$ cat config.mk
export PLATFORM = sky130hd
export DESIGN_NAME = svm_feat_loader
export DESIGN_NICKNAME = d
export VERILOG_FILES = /design/src/rtl/svm_feat_loader_pkg.sv /design/src/rtl/svm_feat_loader_norm.sv /design/src/rtl/svm_feat_loader.sv
export SDC_FILE = /design/constraint.sdc
export NUM_CORES = 1
export LEC_CHECK = 0
export CAP_MARGIN = 40
export CELL_PAD_IN_SITES_DETAIL_PLACEMENT = 1
export CELL_PAD_IN_SITES_GLOBAL_PLACEMENT = 1
export CORE_AREA = 2 2 400 402
export CTS_BUF_LIST = sky130_fd_sc_hd__clkbuf_2 sky130_fd_sc_hd__clkbuf_4 sky130_fd_sc_hd__clkbuf_8
export CTS_CLUSTER_DIAMETER = 100
export DETAILED_ROUTE_END_ITERATION = 12
export DIE_AREA = 0 0 402 404
export PLACE_DENSITY = 0.44
export SLEW_MARGIN = 10
export SYNTH_ARGS = -nofsm -noshare
export SYNTH_HDL_FRONTEND = slang
export SYNTH_SLANG_ARGS = --single-unit
$ cat constraint.sdc
create_clock -name clk_i -period 13.4 [get_ports clk_i]
set_input_delay 4.02 -clock clk_i [delete_from_list [all_inputs] [get_ports clk_i]]
set_output_delay 4.02 -clock clk_i [all_outputs]
set_load 0.02 [all_outputs]
$ cat src/rtl/svm_feat_loader_pkg.sv
// ---------------------------------------------------------------------------
// svm_pkg
//
// Shared definitions for the SVM feature loader and its normalization
// datapath. The sizes here must agree with the downstream SVM classifier.
//
// Contents:
//   DIMS      - feature count per frame
//   W         - sample / feature width in bits (signed two's complement)
//   FRAC      - fractional bits of the per-dimension scale (Q(W-FRAC).FRAC)
//   CLASSES   - class count of the downstream classifier
//   IDX_W     - width of the dimension index
//   feat_t    - one sample / feature word
//   idx_t     - dimension index
//   ldr_state_e - loader FSM states (COLLECT, FULL)
//   next_idx() - dimension index increment helper
// ---------------------------------------------------------------------------
package svm_pkg;

    localparam int DIMS    = 21;
    localparam int W       = 16;
    localparam int FRAC    = 8;
    localparam int CLASSES = 4;
    localparam int IDX_W   = $clog2(DIMS);

    typedef logic [W-1:0]     feat_t;
    typedef logic [IDX_W-1:0] idx_t;

    // COLLECT gathers samples, FULL holds the finished vector for the consumer
    typedef enum logic [0:0] {
        COLLECT = 1'b0,
        FULL    = 1'b1
    } ldr_state_e;

    localparam idx_t LAST_IDX = idx_t'(DIMS - 1);

    // Advance the dimension index; the last dimension wraps back to zero so
    // the index can never leave the 0..DIMS-1 range.
    function automatic idx_t next_idx(input idx_t cur);
        idx_t nxt;
        if (cur == LAST_IDX) begin
            nxt = '0;
        end else begin
            nxt = cur + idx_t'(1);
        end
        return nxt;
    endfunction

endpackage

$ cat src/rtl/svm_feat_loader_norm.sv
// ---------------------------------------------------------------------------
// feat_norm
//
// Purely combinational per-sample normalization:
//     y = ((x - offset) * scale) >>> FRAC
// with the subtraction done at W+1 bits and the product at 2W+1 bits so no
// intermediate overflow is possible. The shift is arithmetic, so the result
// is floored toward minus infinity.
//
// Configuration macro: SVM_FEAT_SAT_EN
//   defined   - result is clamped to the signed W-bit range
//   undefined - result is truncated to its W LSBs (wraps)
//
// Ports:
//   x       in  feat_t  raw sample, signed
//   offset  in  feat_t  offset for this dimension, signed
//   scale   in  feat_t  Q(W-FRAC).FRAC scale for this dimension, signed
//   y       out feat_t  normalized feature
// ---------------------------------------------------------------------------
module feat_norm
    import svm_pkg::*;
(
    input  feat_t x,
    input  feat_t offset,
    input  feat_t scale,
    output feat_t y
);

    localparam int PW = 2 * W + 1;

    logic signed [W:0]    diff;
    logic signed [PW-1:0] prod;
    logic signed [PW-1:0] res;

    // Widen both operands by one sign bit before subtracting so that the
    // full range of (x - offset) is representable, then multiply at full
    // product width and drop the fractional bits of the scale.
    always_comb begin
        diff = $signed({x[W-1], x}) - $signed({offset[W-1], offset});
        prod = PW'(diff) * PW'($signed(scale));
        res  = prod >>> FRAC;
    end

`ifdef SVM_FEAT_SAT_EN
    logic overflow;

    // The result fits in W signed bits exactly when every bit from the W-1
    // position upward equals the sign bit; otherwise clamp toward the sign.
    always_comb begin
        overflow = (|res[PW-1:W-1]) & ~(&res[PW-1:W-1]);
        if (overflow) begin
            y = res[PW-1] ? {1'b1, {(W-1){1'b0}}} : {1'b0, {(W-1){1'b1}}};
        end else begin
            y = res[W-1:0];
        end
    end
`else
    logic unused_res_hi;

    // Wrapping build: only the low W bits survive, the upper product bits
    // are intentionally discarded.
    always_comb begin
        y             = res[W-1:0];
        unused_res_hi = ^res[PW-1:W];
    end
`endif

endmodule

$ cat src/rtl/svm_feat_loader.sv
// ---------------------------------------------------------------------------
// svm_feat_loader
//
// Upstream feeder for the SVM classifier. Accepts one raw sensor sample per
// valid/ready handshake, normalizes it for its dimension through feat_norm,
// and stores it into a DIMS-wide parallel feature vector. Once the last
// dimension is stored the vector is presented on f_data_o/f_valid_o and held
// stable until the consumer takes it (or the frame is cleared).
//
// Configuration macro: SVM_FEAT_SAT_EN (saturating normalization, see
// feat_norm). Default build wraps.
//
// Ports:
//   clk_i      in   1            clock
//   rstn_i     in   1            asynchronous active-low reset
//   s_valid_i  in   1            sample valid
//   s_ready_o  out  1            loader can accept a sample
//   s_data_i   in   W            raw sample, signed
//   offsets_i  in   W x DIMS     per-dimension offset, signed
//   scales_i   in   W x DIMS     per-dimension Q8.8 scale, signed
//   clear_i    in   1            synchronous frame abort
//   f_valid_o  out  1            feature vector complete
//   f_ready_i  in   1            consumer accepts the vector
//   f_data_o   out  W x DIMS     normalized feature vector
//   idx_o      out  IDX_W        index of the next dimension to fill
//
// Reset assertion is asynchronous; the deassertion edge is expected to be
// synchronized to clk_i by the system reset controller.
// ---------------------------------------------------------------------------
module svm_feat_loader
    import svm_pkg::*;
(
    input  logic                clk_i,
    input  logic                rstn_i,
    input  logic                s_valid_i,
    output logic                s_ready_o,
    input  feat_t               s_data_i,
    input  feat_t [DIMS-1:0]    offsets_i,
    input  feat_t [DIMS-1:0]    scales_i,
    input  logic                clear_i,
    output logic                f_valid_o,
    input  logic                f_ready_i,
    output feat_t [DIMS-1:0]    f_data_o,
    output idx_t                idx_o
);

    ldr_state_e state;
    idx_t       idx;
    feat_t      norm_feat;
    logic       s_fire;

    // Handshake flags follow directly from the state, so the sample side is
    // never ready in the same cycle the vector is being handed off.
    assign s_ready_o = (state == COLLECT);
    assign f_valid_o = (state == FULL);
    assign idx_o     = idx;

    // A clear in the same cycle as a valid sample drops the sample.
    assign s_fire = s_valid_i & s_ready_o & ~clear_i;

    feat_norm u_norm (
        .x      (s_data_i),
        .offset (offsets_i[idx]),
        .scale  (scales_i[idx]),
        .y      (norm_feat)
    );

    // Frame sequencing: walk the dimension index while collecting, switch to
    // FULL on the last dimension, and return to COLLECT when the consumer
    // takes the vector or the frame is aborted.
    always_ff @(posedge clk_i or negedge rstn_i) begin
        if (!rstn_i) begin
            state <= COLLECT;
            idx   <= '0;
        end else begin
            case (state)
                COLLECT: begin
                    if (clear_i) begin
                        idx <= '0;
                    end else if (s_valid_i) begin
                        idx <= next_idx(idx);
                        if (idx == LAST_IDX) begin
                            state <= FULL;
                        end
                    end
                end
                FULL: begin
                    if (clear_i || f_ready_i) begin
                        state <= COLLECT;
                    end
                end
                default: begin
                    state <= COLLECT;
                    idx   <= '0;
                end
            endcase
        end
    end

    // Feature storage: each accepted sample lands in its dimension slot.
    // Entries are left untouched by clear so only reset zeroes them.
    always_ff @(posedge clk_i or negedge rstn_i) begin
        if (!rstn_i) begin
            f_data_o <= '0;
        end else if (s_fire) begin
            f_data_o[idx] <= norm_feat;
        end
    end

endmodule
==> results.md, run 1 <==
Drt:
- The post-detailed-route DRC marker count is 0.
- The final route contains roughly 25000 vias.
- The remaining number of nets flagged by the antenna check after routing is 0.
- Dividing the detail-routed via count by the number of cells gives 4.23.
- The number of detailed-routing iterations run before antenna repair is 7.
- The final routed wire length divided by cell count is between 20 and 30 microns.
- For this block, the initial DRC count from the detailed router was 1508.
- After detailed routing, the total wire length is ~170000 microns.

STA:
- The headroom to the max-slew limit is 0.380.
- In the post-route analysis, the smallest setup slack over all paths is between 0.3 and 0.4 ns.
- The worst setup skew after layout is between 0.04 and 0.05 ns.
- The maximum frequency from static timing analysis is 76.8 MHz.
- The number of hold-slack violations in the final timing report is 0.
- Setup repair after global routing left no endpoint under its margin.
- The aggregate negative setup slack is 0 ns.
- The number of pins with negative max-slew slack in the final report is 0.
- The worst path in the final design needs a cycle of roughly 13 ns, including I/O delays and setup.
- At the pin with the least slew margin, the transition time is 0.920 ns.
- The share of the clock period used by the worst path after layout is 0.972.
- The final setup violation count is 0.

Synthesis:
- The number of nets produced by synthesis is approximately 3600.
- The average size of a mapped cell is about 9.8 sq um.
- The register area share after synthesis is 0.327.
- Synthesis inferred 342 register bits.
- The number of enable-type register cells in the synthesized netlist is 0.
- The mapped netlist covers about 26000 sq um.
- The largest total area in the synthesized netlist belongs to sky130_fd_sc_hd__dfrtp_1.
- After synthesis, the share of flip-flops with an asynchronous set or reset is 1.00.
- Sorting the synthesized cells by area gives the leading types as sky130_fd_sc_hd__dfrtp_1 33%, sky130_fd_sc_hd__fa_1 14%, sky130_fd_sc_hd__mux4_2 13%.
- The flip-flop cell with the highest count after synthesis is sky130_fd_sc_hd__dfrtp_1.
- The Yosys warning count is 0.
- The gate count after technology mapping is roughly 2700.
- After synthesis, the netlist uses 64 different library cells.
- Of the post-synthesis cell area, the dominant cell type holds 0.327.

Final layout:
- After the flow finishes, the layout carries non-filler instances totaling between 5000 and 6000.
- Counting the fill cells in the layout gives about 18000.
- Summing all non-filler instances in the final layout gives an area of 42200 sq um.
- The final layout contains 4774 nets.
- The area growth from synthesis to layout is 61.6%.
- In the final layout, the share of cells above drive strength 1 is 0.148.

Placed design:
- Input and output buffers added on the ports amount to ~1000.
- The post-placement cell count is roughly 5800.
- The pre-CTS setup slack is -0.581 ns.
- The routability congestion estimate from global placement is between 0.8 and 0.9.
- Once detailed placement completed, the half-perimeter wirelength came to approximately 150000 microns.
- The cell area reported after detailed placement is 40800 sq um.

CTS:
- TritonCTS built the clock tree.
- After clock tree synthesis, the clock-pin slew on the worst setup and hold paths is ~0.070 ns.
- The count of hold buffers inserted by post-cts repair is 0.
- The number of setup buffers added after CTS is 0.
- The clock buffer count from CTS is 58.
- The root buffer selected by CTS is sky130_fd_sc_hd__clkbuf_8.
- The count of clock tree sinks is 342.
- The H-tree depth reported by CTS is 2.
- The later pin in the worst-skew pair is clocked with a latency of slightly above 0.7 ns.
- The number of buffers on the longest clock path is 3.

Floorplan:
- The die extent in y is a little over 400 microns.
- The initial utilization of the core area, before any placement, comes to 0.166.
- The number of cell rows is between 100 and 150.
- The core region area is roughly 160000 sq um.
- The number of top-level design ports is ~1000.
- The total die area is around 160000 sq um.
- The die is between 400 and 500 microns wide.

Global routing:
- The layer with the highest usage is met2.
- Entering global routing, the biggest net connects approximately 170 pins.
- The met3 track demand over resource is 0.0505.
- In the global route stage, overall resource usage came out at 0.208.
- The initial antenna violation count is 65.
- The met1 capacity usage during global routing is 0.258.
- The remaining global-route overflow is 0.
- The via count of the first global-routing pass is between 20000 and 30000.
- For this run, global-route usage on met2 was measured as 0.368.
- The first global-routing pass estimated ~230000 microns of wire.

Critical path:
- In this run the worst path has a maximum fanout of 21.
- The worst setup path is captured at a flip-flop.
- For this run, the slowest stage of the critical path takes 0.57 ns.
- The cell that appears most often on the critical path is sky130_fd_sc_hd__fa_1.
- For this design, the slowest cell found on the critical path is sky130_fd_sc_hd__clkdlybuf4s50_1.
- STA puts the critical path data arrival time at between 10 and 15 ns.
- The required time at the endpoint of the critical path is approximately 14 ns.
- The setup path with the least slack is of type primary input to flip-flop.
- STA classifies the critical path startpoint as a primary input.
- Measured in cells, the most critical reg-to-reg path has a length of 36.

Hold path:
- The worst min-delay path category is flip-flop to flip-flop.
- The worst hold path stage count is 2.

Status:
- The run finished with clean final reports.

Flow run:
- The tool flagged a number of max-cap violations equal to 0.
-- final cells by class --
| type | count | area (sq um) | share of cell area |
|---|---|---|---|
| Clock inverter | 9 | 138 | 0.00326 |
| Clock buffer | 93 | 1170 | 0.0276 |
| Inverter | 274 | 1030 | 0.0244 |
| Antenna cell | 15 | 37.5 | 0.000889 |
| Multi-Input combinational cell | 1851 | 16000 | 0.379 |
| Timing Repair Buffer | 1274 | 12700 | 0.300 |
| Tap cell | 2072 | 2590 | 0.0614 |
| Sequential cell | 342 | 8570 | 0.203 |
-- sequential cells by signal (all words and copies together) (netlist names) --
name / flops
f_data_o: 336
idx_o: 5
f_valid_o: 1
-- worst paths after layout --
check,slack [ns],from,end
hold / removal,0.48,f_data_o[249],f_data_o[249]
max in group asynchronous,8.17,rstn_i,f_data_o[248]
hold reg to reg,0.48,f_data_o[249],f_data_o[249]
setup / recovery,0.37,offsets_i[71],f_data_o[31]
setup reg to reg,2.64,idx_o[3],f_data_o[31]
min in group asynchronous,3.25,rstn_i,f_data_o[165]
-- cells by family after synthesis --
group	after synthesis	share of synthesized area
multiplexers	186	0.147
AND/OR/NAND/NOR	799	0.131
XOR/XNOR	55	0.0206
AO/OA/AOI/OAI	531	0.116
flip-flops	342	0.327
adder cells (fa/ha/maj)	280	0.188
buffers and inverters	468	0.0695
-- Yosys cell counts, drive strengths merged, types with 5 or more instances --
cell type	n
a21o	21
a21oi	29
a22oi	50
a31oi	24
and2	22
and3	17
buf	30
clkbuf	164
dfrtp	342
fa	189
ha	91
inv	274
mux2	25
mux2i	6
mux4	155
nand2	474
nand2b	16
nand3	41
nor2	144
nor2b	17
nor3	9
nor4	7
o21a	6
o21ai	341
o21bai	5
o22ai	27
or2	10
or3	25
xnor2	30
xor2	21
-- stage by stage --
| stage | utilization | hold slack, ns |
|---|---|---|
| 6_report | 0.268 | 0.476 |
| 5_1_grt | 0.267 | 0.505 |
| 4_1_cts | 0.267 | 0.482 |
| 3_5_place_dp | 0.259 | 0.469 |
| 3_3_place_gp | 0.256 | 0.461 |
| 2_1_floorplan | - | 0.589 |
-- metal layers --
metal	vias to the layer above	routed length [microns]
li1	11299	-
met1	12747	71600
met2	866	86100
met3	158	11700
met4	30	3060
met5	-	189
-- layout by cell type, fill, tap and decap left out, types with 4 or more instances in the layout --
master                            Yosys  routed
sky130_fd_sc_hd__o21bai_1             5       5
sky130_fd_sc_hd__nor2b_1             17      17
sky130_fd_sc_hd__buf_4                6     198
sky130_fd_sc_hd__mux2i_1              6       6
sky130_fd_sc_hd__nand2_1            474     472
sky130_fd_sc_hd__diode_2              0      15
sky130_fd_sc_hd__fa_1               189     189
sky130_fd_sc_hd__a21oi_1             29      28
sky130_fd_sc_hd__xor2_4               0       7
sky130_fd_sc_hd__or2_2               10      10
sky130_fd_sc_hd__and2_1              22      20
sky130_fd_sc_hd__ha_1                91      91
sky130_fd_sc_hd__xor2_1              21      14
sky130_fd_sc_hd__nor2_1             144     144
sky130_fd_sc_hd__clkbuf_8             0      75
sky130_fd_sc_hd__and4_1               4       4
sky130_fd_sc_hd__a21o_1              21      21
sky130_fd_sc_hd__o22ai_1             27      27
sky130_fd_sc_hd__nor4_1               6       5
sky130_fd_sc_hd__mux4_2             155     155
sky130_fd_sc_hd__inv_1              273     273
sky130_fd_sc_hd__o21a_1               6       6
sky130_fd_sc_hd__mux2_2              25      25
sky130_fd_sc_hd__buf_8                0      12
sky130_fd_sc_hd__o21ai_0            339     338
sky130_fd_sc_hd__buf_16               0       7
sky130_fd_sc_hd__xnor2_2              0       7
sky130_fd_sc_hd__clkdlybuf4s50_1      0    1034
sky130_fd_sc_hd__nand3_1             41      41
sky130_fd_sc_hd__xnor2_1             30      23
sky130_fd_sc_hd__or3_1               25      25
sky130_fd_sc_hd__dfrtp_1            342     338
sky130_fd_sc_hd__and3_1              17      16
sky130_fd_sc_hd__nand2b_1            16      16
sky130_fd_sc_hd__nor3_1               9       6
sky130_fd_sc_hd__buf_12               0      23
sky130_fd_sc_hd__a31oi_1             24      24
sky130_fd_sc_hd__a22oi_1             50      49
sky130_fd_sc_hd__clkbuf_4             0      18
-- critical path, delay by kind of cell --
| family | cells | cell delay [ns] |
|---|---|---|
| buffers and inverters | 8 | 1.31 |
| multiplexers | 2 | 0.84 |
| adder cells (fa/ha/maj) | 8 | 3.58 |
| XOR/XNOR | 3 | 1.00 |
| AO/OA/AOI/OAI | 7 | 1.71 |
| AND/OR/NAND/NOR | 6 | 1.08 |
-- repair_timing --
item | in CTS | in global routing
gates resized for setup | 0 | 3
endpoints found under the hold margin | 0 | 0
setup endpoints to repair | 0 | 21
Power of run 1 is left out: the tool's default activity adds up to more than one toggle a clock period on the data nets, which glitch-free logic cannot reach.
==> inputs of run 2 (changes only) <==
==> constraint.sdc (replaced) <==
create_clock -name clk_i -period 14.3 [get_ports clk_i]
set_input_delay 4.29 -clock clk_i [delete_from_list [all_inputs] [get_ports clk_i]]
set_output_delay 4.29 -clock clk_i [all_outputs]
set_load 0.02 [all_outputs]
==> results.md, run 2 (synthesis gave the netlist of run 1 again) <==
Flow run:
- The count of max-cap constraint violations came to 0 (unchanged).

Placed design:
- The pre-CTS setup slack is -0.0179 ns (+0.563 ns).
- The routability congestion estimate from global placement was 0.843 (+1.4%).
- The number of buffer cells added on primary ports is 1035 (unchanged).
- The placed wire-length estimate after detailed placement was 144000 microns (-1.0%).

STA:
- The actual transition at the worst max-transition pin is 0.862 ns (-0.0573 ns).
- The maximum frequency from static timing analysis is between 70 and 80 MHz.
- The number of pins with negative max-slew slack in the final report is 0 (unchanged).
- Setup repair after global routing left no endpoint under its margin.
- The number of hold-slack violations in the final timing report is 0 (unchanged).
- Dividing the final minimum period by the clock period gives 0.949.
- The aggregate negative setup slack is 0 ns (unchanged).
- The headroom to the max-slew limit is 0.423 (+0.0425).
- The worst setup skew after layout is 0.0530 ns (+0.00680 ns).
- The routed design could run at a clock period as short as about 14 ns.
- The setup slack after layout was 0.736 ns (+0.362 ns).
- The final setup violation count is 0 (unchanged).

CTS:
- The H-tree depth reported by CTS is 2 (unchanged).
- TritonCTS built the clock tree.
- The count of hold buffers inserted by post-cts repair is 0 (unchanged).
- The register clock-pin slew on the reported worst setup and hold paths was 0.06 ns (about the same).
- The root buffer selected by CTS is sky130_fd_sc_hd__clkbuf_8.
- The number of buffers on the longest clock path is 3 (unchanged).
- The later-pin clock latency in the skew report is 0.69 ns (-0.02 ns).
- The post-cts repair resize count is 0 (unchanged).
- The count of clock tree sinks is 342 (unchanged).
- The clock buffer count from CTS is 58 (unchanged).
- The post-CTS setup repair buffer count is 0 (unchanged).

Floorplan:
- The die extent in y is 404 microns (unchanged).
- The number of cell rows is 146 (unchanged).
- The total die area is 162000 sq um (unchanged).
- The effective utilization at floorplan was 0.166 (unchanged).
- The core region area is 158000 sq um (unchanged).
- The die boundary width is 402 microns (unchanged).
- The number of top-level design ports is 1036 (unchanged).

Drt:
- The vias per cell was 4.27 (+0.78%).
- The overall routed net length is 173000 microns (+0.46%).
- The number of detailed-routing iterations run before antenna repair is 7 (unchanged).
- The remaining number of nets flagged by the antenna check after routing is 0 (unchanged).
- The detailed router's first-iteration violation count was 1336 (-11%).
- The post-detailed-route DRC marker count is 0 (unchanged).
- The total number of vias is 25091 (-0.036%).
- The final routed wire length divided by cell count is 29.5 microns (+1.3%).

Hold path:
- The min-delay analysis places its worst path in the category flip-flop to flip-flop.
- The worst hold path stage count is 2 (unchanged).

Global routing:
- The maximum number of pins on one net before global-route repair is 91 (-45%).
- The via count of the first global-routing pass came to 27187 (+1.3%).
- The global router's overall resource usage is 0.210 (+0.00194).
- The first-pass GRT wire length is 234000 microns (+0.72%).
- The remaining global-route overflow is 0 (unchanged).
- The initial antenna violation count came to 74 (+14%).

Final layout:
- The number of nets in the final layout is 4717 (-1.2%).
- The flip-flop count of the largest register, all copies and words added came to 336 (unchanged).
- The library cells used most frequently in the layout, excluding fill and tap cells, are 1034 x sky130_fd_sc_hd__clkdlybuf4s50_1, 472 x sky130_fd_sc_hd__nand2_1, 338 x sky130_fd_sc_hd__o21ai_0, 338 x sky130_fd_sc_hd__dfrtp_1, 273 x sky130_fd_sc_hd__inv_1.
- The share of post-route cells with drive strength above 1 came to 0.135 (-0.0124).
- The register name with the most flops is f_data_o.
- The library cell used most frequently in the layout, excluding fill and tap cells, is sky130_fd_sc_hd__clkdlybuf4s50_1.
- The area growth from synthesis to layout is 59.7%.
- The utilization after layout is 0.264 (-0.00316).

Critical path:
- The count of cells along the worst register-to-register path was 34 (-5.6%).
- The delay contributed by the slowest stage of the critical path is 0.53 ns (-0.04 ns).
- The maximum net fanout on the critical path is 21 (unchanged).
- The arrival time of the worst setup path is 14.09 ns (+0.51 ns).
- The minimum setup slack among reg-to-reg paths is 3.20 ns (+0.56 ns).
- The required time at the endpoint of the critical path came to 14.83 ns (+0.87 ns).
- The cell that appears most often on the critical path is sky130_fd_sc_hd__fa_1.
- The critical path capture point type is a flip-flop.
- The type of the worst setup path is primary input to flip-flop.
- The slowest stage cell on the critical path is sky130_fd_sc_hd__fa_1.
- STA classifies the critical path startpoint as a primary input.

Status:
- The run finished with clean final reports.
run 2: changes by cell type in the layout (fill, tap and decap cells not counted), moves of 4 or more:
cell                       delta
sky130_fd_sc_hd__buf_4       -54
sky130_fd_sc_hd__diode_2      +6
sky130_fd_sc_hd__clkinv_2     +4
sky130_fd_sc_hd__buf_12       -5
run 2: worst max-delay path, delay by kind of cell:
| family | cells | cell delay (ns) |
|---|---|---|
| xor+xnor | 3 | 1.00 |
| buf+inv | 7 | 1.01 |
| mux | 2 | 0.75 |
| compound gates | 7 | 2.00 |
| fa+ha+maj | 8 | 3.62 |
| simple gates | 7 | 1.39 |
run 2: stage by stage:
stage	cell area (sq um)	instances	hold WS (ns)
after global placement	40000	5736	0.461
after detailed placement	40400	5756	0.469
after CTS	41700	5861	0.483
final	41700	5882	0.476
after global routing	41700	5867	0.503
after floorplan	26100	2661	0.589
run 2: worst paths after layout:
check                               startpoint             to
worst max-delay path            offsets_i[226]  f_data_o[255]
worst min-delay path             f_data_o[328]  f_data_o[328]
worst max register to register        idx_o[0]  f_data_o[255]
worst min register to register   f_data_o[328]  f_data_o[328]
max in group asynchronous               rstn_i  f_data_o[216]
min in group asynchronous               rstn_i  f_data_o[163]
run 2: metal layers:
metal | track usage | wire length, microns
met2 | 0.372 | 86600
met3 | 0.0526 | 12000
met4 | 0.0398 | 4130
met1 | 0.257 | 70500
met5 | 0 | 234
run 2: cell type report:
cell class              instances  area, sq um
diodes                         21         52.6
clock inverters                12          129
flip-flops and latches        342         8570
clock buffers                  93         1170
repair buffers               1217        12200
inverters                     274         1030
multi-input cells            1851        16000
well taps                    2072         2590
fillers                     18102       116000
Power of run 2 is left out for the same reason.
